**config.mk**
```make
export PLATFORM = sky130hd
export DESIGN_NAME = rf_safe_shutdown
export DESIGN_NICKNAME = d
export VERILOG_FILES = /design/src/rtl/rf_safety_pkg.sv /design/src/rtl/rf_gain_scaler.sv /design/src/rtl/rf_safe_shutdown.sv
export SDC_FILE = /design/constraint.sdc
export NUM_CORES = 1
export LEC_CHECK = 0
export CORE_ASPECT_RATIO = 1.4
export CORE_MARGIN = 2
export CORE_UTILIZATION = 55
export DETAILED_ROUTE_END_ITERATION = 12
export PLACE_DENSITY = 0.76
export SYNTH_ARGS = -nofsm -noshare
export SYNTH_HDL_FRONTEND = slang
export SYNTH_SLANG_ARGS = --single-unit
export TNS_END_PERCENT = 50
```
**constraint.sdc**
```tcl
create_clock -name clk -period 9.7 [get_ports clk]
set_input_delay 1.94 -clock clk [delete_from_list [all_inputs] [get_ports clk]]
set_output_delay 1.94 -clock clk [all_outputs]
set_load 0.01 [all_outputs]
```
**src/rtl/rf_safety_pkg.sv**
```systemverilog
// Shared types and defaults for the RF safe-shutdown path.
// States, gain format and default timing parameters.
package rf_safety_pkg;

  typedef enum logic [1:0] {
    ST_RUN  = 2'd0,
    ST_RAMP = 2'd1,
    ST_HOLD = 2'd2,
    ST_SAFE = 2'd3
  } shutdown_state_t;

  localparam int GAIN_W = 9;
  localparam logic [GAIN_W-1:0] GAIN_UNITY = 9'd256;

  localparam int DEF_AW          = 12;
  localparam int DEF_RAMP_DIV    = 4;
  localparam int DEF_STEP        = 32;
  localparam int DEF_HOLD_CYCLES = 16;

  function automatic logic is_muted(
    input shutdown_state_t s
  );
    return (s == ST_HOLD) || (s == ST_SAFE);
  endfunction

endpackage

```
**src/rtl/rf_gain_scaler.sv**
```systemverilog
// Registered amplitude scaler: (amp * gain) >> 8 with a mute override.
// Gain is Q1.8, so 256 is unity.
module rf_gain_scaler
  import rf_safety_pkg::*;
#(
  parameter int AW = DEF_AW
) (
  input  logic              clk,
  input  logic              rst,
  input  logic [AW-1:0]     amp_i,
  input  logic [GAIN_W-1:0] gain_i,
  input  logic              mute_i,
  output logic [AW-1:0]     amp_o
);

  logic [AW+8:0] prod;
  logic [AW-1:0] amp_d;
  logic [AW-1:0] amp_q;

  assign prod = (AW+9)'(amp_i) * (AW+9)'(gain_i);

  always_comb begin
    amp_d = AW'(prod >> 8);
    if (mute_i) begin
      amp_d = '0;
    end
  end

  always_ff @(posedge clk or posedge rst) begin
    if (rst) begin
      amp_q <= '0;
    end else begin
      amp_q <= amp_d;
    end
  end

  assign amp_o = amp_q;

endmodule

```
**src/rtl/rf_safe_shutdown.sv**
```systemverilog
// Fault-driven carrier ramp-down, mute hold and safe latch before the DAC.
// Optional RF_SHUTDOWN_EVENT_COUNT_EN adds a saturating shutdown counter.
module rf_safe_shutdown
  import rf_safety_pkg::*;
#(
  parameter int AW          = DEF_AW,
  parameter int RAMP_DIV    = DEF_RAMP_DIV,
  parameter int STEP        = DEF_STEP,
  parameter int HOLD_CYCLES = DEF_HOLD_CYCLES
) (
  input  logic              clk,
  input  logic              rst,
  input  logic              force_reset,
  input  logic              rearm,
  input  logic [AW-1:0]     amp_in,
  output logic [AW-1:0]     amp_out,
  output logic              mute,
  output logic              busy,
  output logic [1:0]        state,
  output logic [GAIN_W-1:0] gain
`ifdef RF_SHUTDOWN_EVENT_COUNT_EN
  ,
  output logic [15:0]       shutdown_count
`endif
);

  localparam int DW = (RAMP_DIV > 1) ? $clog2(RAMP_DIV) : 1;
  localparam int HW = (HOLD_CYCLES > 1) ? $clog2(HOLD_CYCLES) : 1;
  localparam logic [DW-1:0] DIV_LAST = DW'(RAMP_DIV - 1);
  localparam logic [HW-1:0] HOLD_LAST = HW'(HOLD_CYCLES - 1);
  localparam logic [GAIN_W-1:0] STEP_G = GAIN_W'(STEP);

  shutdown_state_t   state_q, state_d;
  logic [GAIN_W-1:0] gain_q, gain_d;
  logic [DW-1:0]     div_q, div_d;
  logic [HW-1:0]     hold_q, hold_d;
  logic [GAIN_W-1:0] gain_dec;

  // Saturating decrement so a non-dividing STEP still lands on 0.
  assign gain_dec = (gain_q > STEP_G) ? gain_q - STEP_G : '0;

  always_ff @(posedge clk or posedge rst) begin
    if (rst) begin
      state_q <= ST_SAFE;
      gain_q  <= '0;
      div_q   <= '0;
      hold_q  <= '0;
    end else begin
      state_q <= state_d;
      gain_q  <= gain_d;
      div_q   <= div_d;
      hold_q  <= hold_d;
    end
  end

  always_comb begin
    state_d = state_q;
    gain_d  = gain_q;
    div_d   = div_q;
    hold_d  = hold_q;
    unique case (state_q)
      ST_RUN: begin
        gain_d = GAIN_UNITY;
        if (force_reset) begin
          state_d = ST_RAMP;
          div_d   = '0;
        end
      end
      ST_RAMP: begin
        if (gain_q == '0) begin
          state_d = ST_HOLD;
          hold_d  = '0;
        end else if (div_q == DIV_LAST) begin
          div_d  = '0;
          gain_d = gain_dec;
          if (gain_dec == '0) begin
            state_d = ST_HOLD;
            hold_d  = '0;
          end
        end else begin
          div_d = div_q + DW'(1);
        end
      end
      ST_HOLD: begin
        if (force_reset) begin
          hold_d = '0;
        end else if (hold_q == HOLD_LAST) begin
          state_d = ST_SAFE;
        end else begin
          hold_d = hold_q + HW'(1);
        end
      end
      ST_SAFE: begin
        if (rearm && !force_reset) begin
          state_d = ST_RUN;
          gain_d  = GAIN_UNITY;
        end
      end
      default: begin
        state_d = ST_SAFE;
        gain_d  = '0;
      end
    endcase
  end

  assign mute  = is_muted(state_q);
  assign busy  = (state_q == ST_RAMP) || (state_q == ST_HOLD);
  assign state = state_q;
  assign gain  = gain_q;

  rf_gain_scaler #(
    .AW(AW)
  ) u_scaler (
    .clk   (clk),
    .rst   (rst),
    .amp_i (amp_in),
    .gain_i(gain_q),
    .mute_i(mute),
    .amp_o (amp_out)
  );

`ifdef RF_SHUTDOWN_EVENT_COUNT_EN
  logic [15:0] cnt_q, cnt_d;

  always_comb begin
    cnt_d = cnt_q;
    if (state_q == ST_RUN && force_reset && cnt_q != 16'hFFFF) begin
      cnt_d = cnt_q + 16'd1;
    end
  end

  always_ff @(posedge clk or posedge rst) begin
    if (rst) begin
      cnt_q <= '0;
    end else begin
      cnt_q <= cnt_d;
    end
  end

  assign shutdown_count = cnt_q;
`endif

endmodule

```
==> results of run 1 <==
[synth_stat cells (all sizes together) (2+ instances only)]
cell    instances  area, um2
inv           106        398
nand2          70        263
fa             69       1380
and2           59        369
ha             43        538
dfrtp          27        676
clkbuf         18       67.6
nor2           16       60.1
o21ai          16       80.1
a21oi          15       75.1
xnor2           9       78.8
a21o            6       45.0
nand2b          6       37.5
o31ai           5       42.5
nand3           4       20.0
nand4           4       25.0
nor3            4       25.0
mux2i           3       30.0
nand4b          3       26.3
nor4            3       40.0
o211ai          3       22.5
o21bai          3       26.3
xor2            3       26.3
a221o           2       20.0
a221oi          2       17.5
a22oi           2       15.0
and3            2       12.5
and4            2       17.5
buf             2       11.3
dfstp           2       52.6
mux2            2       26.3
nor2b           2       12.5
nor3b           2       15.0
or2             2       12.5
[how the worst min path moves through the flow]
stage | start | endpoint | slack (ns) | cells past startpoint
6_report | hold_q[1]$_DFFE_PP0P_ | hold_q[1]$_DFFE_PP0P_ | 0.51 | 2
3_5_place_dp | hold_q[3]$_DFFE_PP0P_ | hold_q[3]$_DFFE_PP0P_ | 0.50 | 1
4_1_cts | hold_q[3]$_DFFE_PP0P_ | hold_q[3]$_DFFE_PP0P_ | 0.51 | 1
5_1_grt | hold_q[3]$_DFFE_PP0P_ | hold_q[3]$_DFFE_PP0P_ | 0.54 | 1
3_3_place_gp | hold_q[3]$_DFFE_PP0P_ | hold_q[3]$_DFFE_PP0P_ | 0.49 | 1
2_1_floorplan | hold_q[3]$_DFFE_PP0P_ | hold_q[3]$_DFFE_PP0P_ | 0.46 | 1
[critical path, stage by stage]
cell and delay (ns):
clkdlybuf4s50_1 0.55, and2_1 0.25, fa_1 0.51, fa_1 0.54
fa_1 0.56, inv_1 0.06, fa_1 0.52, inv_1 0.04
ha_1 0.35, a21oi_1 0.26, o211ai_1 0.14, o211ai_1 0.49
o21ai_0 0.22, xnor2_1 0.18, nor2_1 0.05
[cells by family after synthesis]
family | synth area share, %
and+or+nand+nor | 20.1
buffers and inverters | 10.2
adders and majority gates | 41.0
AOI/OAI and AO/OA | 9.73
DFF | 15.5
xor gates and xnor gates | 2.24
muxes | 1.20
[state kept, by name (all words and copies together) (netlist names)]
| name | flops |
|---|---|
| div_q | 2 |
| gain | 9 |
| hold_q | 4 |
| state | 2 |
| u_scaler.amp_o | 12 |
[power groups by stage]
| stage | sequential, mW | combinational [mW] | clock, mW |
|---|---|---|---|
| floorplan | 0.124 | 0.00510 | 0 |
| global placement | 0.124 | 0.0163 | 0 |
| detailed placement | 0.124 | 0.0166 | 0 |
| CTS | 0.122 | 0.0167 | 0.204 |
| global route | 0.122 | 0.0180 | 0.211 |
| finish | 0.122 | 0.0163 | 0.203 |
[per-layer routing]
metal  wire length [um]  GRT usage [%]  vias up
met3                372           3.67       38
met2               5880           49.6      103
li1                   -              -     1705
met1               3860           27.3     1885
met4                413           9.89        0
met5                  0              0        -
[layout make-up]
class	count	share of cell area [%]
inverters	106	7.48
repair buffers	40	7.52
clock inverters	3	1.22
multi-input cells	374	65.4
flip-flops and latches	29	13.7
clock buffers	5	2.35
well taps	102	2.40
==> reports/metrics.yaml, run 1 <==
outcome: "complete, no violations"
start_kind: "primary input"
drv_slew: 0
final_core_utilization_pct: 64.9
finClkSkew_ns: 0.00648
fmaxAchievable_mhz: 153
cts_max_level: 2
ys_ff_latch: 29
cts_resized: 0
worstPathArrival_ns: 6.69
power_frac_comb_pct: 4.8
power.leakage_nw: 2.79
cts.clk_slew.worst_paths_ns: 0.05
dr.pass1.iters: 5
synth.avg_cell_area_um2: 8.85
die_y_um: 113
via_count: 3731
reg2reg_depth: 14
max-slew-margin-rel_pct: 26.6
antenna_cells: 0
multi_input_area_mm2: 0.00348
drive_above_1_share_pct: 3.41
drtIter0Drc: 121
post_cts_buffers: 0
r2r_setup_slack_ns: 4.62
dp_hpwl_um: 8460
drt-total-wl_um: 10500
grt_usage_pct: 25.8
cts_buffer_depth: 2
route.detailed.drc: 0
end_kind: "flip-flop"
final_antenna_net_count: 0
p_clk_share_pct: 59.4
grt_pass1_vias: 4177
finalCriticalPeriod_ns: 6.54
final_cells: 659
die_area_mm2: 0.00928
cts_root_buf: "clkbuf_16"
placementRows: 39
swShare_pct: 19.6
r2r-start: "gain[7]$_DFFE_PP0P_"
stdcell_area_mm2: 0.00532
criticalPathCategory: "in2reg"
place_ws_ns: 2.91
ys_types: 55
synth_ff_type: "dfrtp_1"
crit_end: "u_scaler.amp_o[9]$_DFF_PP0_"
cts_buffers: 5
synth-async-reset-ratio_pct: 100
hold_viol_final: 0
worst_pin_slew_ns: 1.10
vias_per_cell: 5.66
fillers: 726
hold_class: "reg2reg"
antenna_found_initial: 0
crit_start: "amp_in[2]"
syn_nets: 657
cts_tree: "yes"
grt_start_max_net_pins: 30
worstPathRequired_ns: 9.85
syn_inst: 529
grt_pass1_wl_um: 18500
die-width_um: 82.0
clock-sinks: 29
worst_slack_ns: 3.16
switching_power_mw: 0.0667
placed_area_mm2: 0.00513
layout_common_cells: "inv_1 (106), nand2_1 (70), fa_1 (69), and2_1 (59), ha_1 (43)"
fin_setup_tns_ns: 0
fin_total_pwr_mw: 0.341
fin_hold_ws_ns: 0.510
synth-edff-count: 0
regArea_um2: 728
clk_latency_ns: 0.28
coreArea_mm2: 0.00820
power_density_mw_per_mm2: 64.1
seqPwrFrac_pct: 35.8
port_buffers: 40
syn2layout_area_growth_pct: 13.7
finalCritPeriodShare_pct: 67.4
internal_power_mw: 0.274
synth-seq-area-share_pct: 15.5
drv_cap: 0
setup_viol: 0
wl_per_cell_um: 16.0
io_pins: 41
rsz0062_at_grt: "no"
overflow: 0
layout_commonest_cell: "inv_1"
start_util_pct: 57.1
cp_max_fo: 9
irDropWorstVdd_v: 0.000142
dpl.cell_count: 651
nets: 684
timing.rr.end: "u_scaler.amp_o[9]$_DFF_PP0_"
ctsHoldBuffers: 0
synth_area_mm2: 0.00468
gp_congestion: 0.893
yosysWarningCount: 0
Power figures use the tool's default switching activity.
==> run 2: changes to the inputs <==
--- a/config.mk
+++ b/config.mk
@@ -7,9 +7,9 @@
 export LEC_CHECK = 0
 export CORE_ASPECT_RATIO = 1.4
 export CORE_MARGIN = 2
-export CORE_UTILIZATION = 55
+export CORE_UTILIZATION = 54
 export DETAILED_ROUTE_END_ITERATION = 12
-export PLACE_DENSITY = 0.76
+export PLACE_DENSITY = 0.77
 export SYNTH_ARGS = -nofsm -noshare
 export SYNTH_HDL_FRONTEND = slang
 export SYNTH_SLANG_ARGS = --single-unit
==> constraint.sdc (replaced) <==
create_clock -name clk -period 5.5 [get_ports clk]
set_input_delay 1.1 -clock clk [delete_from_list [all_inputs] [get_ports clk]]
set_output_delay 1.1 -clock clk [all_outputs]
set_load 0.01 [all_outputs]
==> run 2 against run 1 <==
Compared with the run above:
- sequential cell count is the same
- non-clock buffer count increased by 39
- sequential power up 76%
- largest power group unchanged
==> reports/metrics.yaml, run 2 (same netlist as run 1, synthesis figures left out) <==
worst_pin_slew_ns: 1.05
end_kind: "flip-flop"
vias_per_cell: 5.43
path_buf_inv: 5
clk_latency_ns: 0.28
port_buffers: 40
hold_class: "reg2reg"
finClkSkew_ns: 0.00345
cts_max_level: 2
overflow: 0
critPathTopFamily: "adder cells"
rsz0062_at_grt: "no"
layout_commonest_cell: "inv_1"
drv_slew: 0
placementRows: 40
io_pins: 41
final_antenna_net_count: 0
grt_start_max_net_pins: 30
crit_start: "amp_in[0]"
cts_buffers: 5
largest_reg_flops: 12
start_kind: "primary input"
placed_area_mm2: 0.00542
cts_buffer_depth: 2
power_frac_comb_pct: 7.1
cts_root_buf: "clkbuf_16"
route.detailed.drc: 0
max-slew-margin-rel_pct: 29.7
coreArea_mm2: 0.00851
via_count: 3809
grt_usage_pct: 25.9
cp_slowest_cell: "fa_1"
drtIter0Drc: 191
hold_path.startpoint: "hold_q[3]$_DFFE_PP0P_"
r2r-start: "gain[6]$_DFFE_PP0P_"
fin_total_pwr_mw: 0.512
switching_power_mw: 0.115
worstPathArrival_ns: 5.50
seqPwrFrac_pct: 42.0
stdcell_area_mm2: 0.00562
power.leakage_nw: 3.04
fmaxAchievable_mhz: 187
syn2layout_area_growth_pct: 20.0
gp_congestion: 0.847
start_util_pct: 55.0
criticalPathCategory: "in2reg"
swShare_pct: 22.5
die-width_um: 82.7
nets: 723
irDropWorstVdd_v: 0.000143
hold_viol_final: 0
ctsHoldBuffers: 0
drt-total-wl_um: 10900
final_core_utilization_pct: 66.0
grt_pass1_wl_um: 18900
drive_above_1_share_pct: 10.6
grt_pass1_vias: 4278
worst_path_most_repeated_cell: "fa_1"
fin_hold_ws_ns: 0.507
internal_power_mw: 0.397
cts.clk_slew.worst_paths_ns: 0.05
fin_setup_tns_ns: 0
antenna_found_initial: 0
cts_tree: "yes"
cp_cell_sequence: "clkdlybuf4s50_1 -> nand2_1 -> fa_1 -> fa_1 -> inv_1 -> fa_1 -> inv_1 -> fa_1 -> inv_1 -> ha_1 -> nand2_1 -> buf_4 -> o21ai_0 -> or2_2 -> a311o_1 -> and3_1"
finalCriticalPeriod_ns: 5.34
antenna_cells: 0
p_clk_share_pct: 50.9
outcome: "complete, no violations"
power_density_mw_per_mm2: 91.2
worstPathRequired_ns: 5.66
dr.pass1.iters: 4
slowest_delay_ns: 0.54
clock-sinks: 29
drv_cap: 0
setup_viol: 0
dp_hpwl_um: 8720
finalCritPeriodShare_pct: 97.0
die_y_um: 114
cp_max_fo: 3
wl_per_cell_um: 15.6
layout_common_cells: "inv_1 (106), nand2_1 (70), fa_1 (68), and2_1 (59), ha_1 (43)"
die_area_mm2: 0.00944
## run 2: cell count changes in the layout (fill, tap and decap cells not counted), moves of 2 or more
cell	delta
bufinv_16	-2
clkdlybuf4s50_1	-6
o21ai_0	-2
o21ai_1	+2
buf_4	+39
dlymetal6s2s_1	+6
## run 2: cell type report
cell class | count | area [um2]
fill | 712 | 2890
clock buffer | 5 | 125
tap | 105 | 131
clock inverter | 3 | 17.5
sequential | 29 | 728
multi-input combinational | 374 | 3510
inverter | 106 | 398
timing repair buffer | 79 | 708
## run 2: path summary, 6_finish.rpt
| path | to | slack (ns) | depth (start not counted) |
|---|---|---|---|
| min reg2reg | hold_q[3]$_DFFE_PP0P_ | 0.51 | 1 |
| min in group asynchronous | u_scaler.amp_o[6]$_DFF_PP0_ | 1.40 | 2 |
| min | hold_q[3]$_DFFE_PP0P_ | 0.51 | 1 |
| max | u_scaler.amp_o[3]$_DFF_PP0_ | 0.16 | 16 |
| max reg2reg | u_scaler.amp_o[3]$_DFF_PP0_ | 0.70 | 15 |
| max in group asynchronous | gain[1]$_DFFE_PP0P_ | 3.46 | 2 |
## run 2: what timing repair did
action,4_1_cts,5_1_grt
endpoints found under the setup margin,1,10
buffers inserted,0,1
gates resized for setup,0,14
endpoints found under the hold margin,0,0
pin swaps,1,2
## run 2: metal layers
layer	routed length, um	vias to the layer above	global-route usage [%]
li1	-	1777	-
met1	4040	1908	28.6
met5	0	-	0
met4	421	0	10.5
met3	340	39	3.55
met2	6120	85	48.1
## run 2: power by group through the flow
stage               clock, mW  combinational (mW)  sequential, mW
floorplan                   0             0.00900           0.219
global placement            0              0.0363           0.219
detailed placement          0              0.0372           0.219
CTS                     0.264              0.0373           0.215
global route            0.276              0.0403           0.215
finish                  0.261              0.0366           0.215
## run 2: per-stage QoR
step,setup slack [ns],instances
6_report,0.163,701
5_1_grt,0.00268,701
4_1_cts,0.0146,700
3_5_place_dp,-0.285,692
3_3_place_gp,-0.162,692
2_1_floorplan,0.426,529
==> run 3: changes to the inputs <==
--- a/config.mk
+++ b/config.mk
@@ -7,9 +7,12 @@
 export LEC_CHECK = 0
 export CORE_ASPECT_RATIO = 1.4
 export CORE_MARGIN = 2
-export CORE_UTILIZATION = 54
+export CORE_UTILIZATION = 55
+export CTS_BUF_LIST = sky130_fd_sc_hd__clkbuf_2
 export DETAILED_ROUTE_END_ITERATION = 12
-export PLACE_DENSITY = 0.77
+export GPL_TIMING_DRIVEN = 0
+export PLACE_DENSITY = 0.79
+export RECOVER_POWER = 100
 export SYNTH_ARGS = -nofsm -noshare
 export SYNTH_HDL_FRONTEND = slang
 export SYNTH_SLANG_ARGS = --single-unit
==> run 3 against run 2 <==
Compared with the run above:
- setup slack improved by 0.061 ns
- highest routed layer unchanged
- final cell count down 3.6%
- sequential share of layout area up 1.0 points
- first-iteration DRC count fell by 21%
- largest cell class unchanged
- critical endpoint is now u_scaler.amp_o[11]$_DFF_PP0_
- total power decreased by 30%
- global-route usage fell by 0.85 points
- design area decreased by 7.5%
- fmax grew 1.1%
- wire length is 4.2% lower
- sequential cell count unchanged
- clock power shrank 55%
- sequential power about the same
==> reports/metrics.yaml, run 3 (same netlist as run 1, synthesis figures left out) <==
setup_viol: 0
antenna_cells: 0
route.detailed.drc: 0
wl_per_cell_um: 15.5
dp_hpwl_um: 8510
layout_commonest_cell: "inv_1"
cts_buffer_depth: 2
drt-total-wl_um: 10500
end_kind: "flip-flop"
cts_root_buf: "clkbuf_2"
fillers: 706
cts_max_level: 2
power.leakage_nw: 2.81
fin_setup_tns_ns: 0
nets: 701
stdcell_area_mm2: 0.00520
cts_tree: "yes"
worstPathArrival_ns: 5.55
largest_reg_flops: 12
drv_cap: 0
placementRows: 39
io_pins: 41
rsz0062_at_grt: "no"
placed_area_mm2: 0.00517
cts_buffers: 5
finClkSkew_ns: 0.0197
clk_latency_ns: 0.40
coreArea_mm2: 0.00820
final_antenna_net_count: 0
outcome: "complete, no violations"
worstPathRequired_ns: 5.78
irDropWorstVdd_v: 0.0000796
die_area_mm2: 0.00928
cp_max_fo: 8
worst_pin_slew_ns: 1.14
via_count: 3737
gp_congestion: 0.886
hold_class: "reg2reg"
grt_start_max_net_pins: 30
overflow: 0
drv_slew: 0
max-slew-margin-rel_pct: 23.6
fmaxAchievable_mhz: 190
drtIter0Drc: 150
clock-sinks: 29
finalCriticalPeriod_ns: 5.28
grt_usage_pct: 25.0
fin_total_pwr_mw: 0.357
layout_common_cells: "inv_1 (106), nand2_1 (70), fa_1 (69), and2_1 (59), ha_1 (43)"
power_density_mw_per_mm2: 68.7
final_core_utilization_pct: 63.4
antenna_found_initial: 0
start_util_pct: 57.1
dr.pass1.iters: 5
vias_per_cell: 5.53
die-width_um: 82.0
port_buffers: 36
criticalPathCategory: "in2reg"
drive_above_1_share_pct: 3.14
hold_viol_final: 0
syn2layout_area_growth_pct: 11.0
cts.clk_slew.worst_paths_ns: 0.18
start_kind: "primary input"
finalCritPeriodShare_pct: 95.9
grt_pass1_vias: 4040
die_y_um: 113
grt_pass1_wl_um: 17800
## run 3: metal layers
metal  up-vias  wire (um)  GRT usage, %
li1       1740          -             -
met1      1859       3810          26.9
met2       103       5830          46.0
met3        35        351          2.79
met4         0        472          13.6
met5         -          0             0
## run 3: cell type report
type,instances,area (um2),share of cell area [%]
Buffer,20,78.8,1.52
Clock buffer,5,25.0,0.481
Clock inverter,3,17.5,0.337
Inverter,106,398,7.66
Multi-Input combinational cell,374,3460,66.6
Sequential cell,29,728,14.0
Tap cell,102,128,2.46
Timing Repair Buffer,37,363,6.98
## run 3: what timing repair did
item | 4_1_cts | 5_1_grt
gates resized for setup | 7 | 4
hold buffers | 0 | 0
setup endpoints to repair | 6 | 9
gates cloned | 0 | 0
setup buffers | 1 | 0
pin swaps | 2 | 1
## run 3: power breakdown
part / switching [mW] / internal, mW / total (mW)
Combinational: 0.0186 / 0.00700 / 0.0256
Sequential: 0.000639 / 0.214 / 0.215
Clock: 0.0870 / 0.0296 / 0.117
Total: 0.106 / 0.251 / 0.357
## run 3: final timing paths
check | start | to | slack [ns] | cells past startpoint
worst max-delay path | amp_in[0] | u_scaler.amp_o[11]$_DFF_PP0_ | 0.22 | 16
worst min-delay path | hold_q[3]$_DFFE_PP0P_ | hold_q[3]$_DFFE_PP0P_ | 0.51 | 1
worst max register to register | gain[5]$_DFFE_PP0P_ | u_scaler.amp_o[11]$_DFF_PP0_ | 0.34 | 16
worst min register to register | hold_q[3]$_DFFE_PP0P_ | hold_q[3]$_DFFE_PP0P_ | 0.51 | 1
max in group asynchronous | rst | gain[3]$_DFFE_PP0P_ | 3.39 | 2
min in group asynchronous | rst | u_scaler.amp_o[3]$_DFF_PP0_ | 1.41 | 2
## run 3: critical path: stages
cell           delay [ns]
dlygate4sd2_1        0.35
nand2_1              0.12
fa_1                 0.53
fa_1                 0.55
inv_1                0.06
fa_1                 0.57
inv_1                0.07
fa_1                 0.54
inv_1                0.04
ha_1                 0.32
nand2_1              0.10
nor4_2               0.35
o211ai_1             0.28
o31ai_1              0.32
xnor2_1              0.17
nor2_1               0.05
## run 3: stage by stage
stage,hold WS (ns),setup slack (ns),cells
after floorplan,0.459,0.426,529
after global placement,0.483,-0.477,667
after detailed placement,0.482,-0.542,667
after CTS,0.510,0.0183,676
after global routing,0.519,0.00977,676
final,0.511,0.223,676
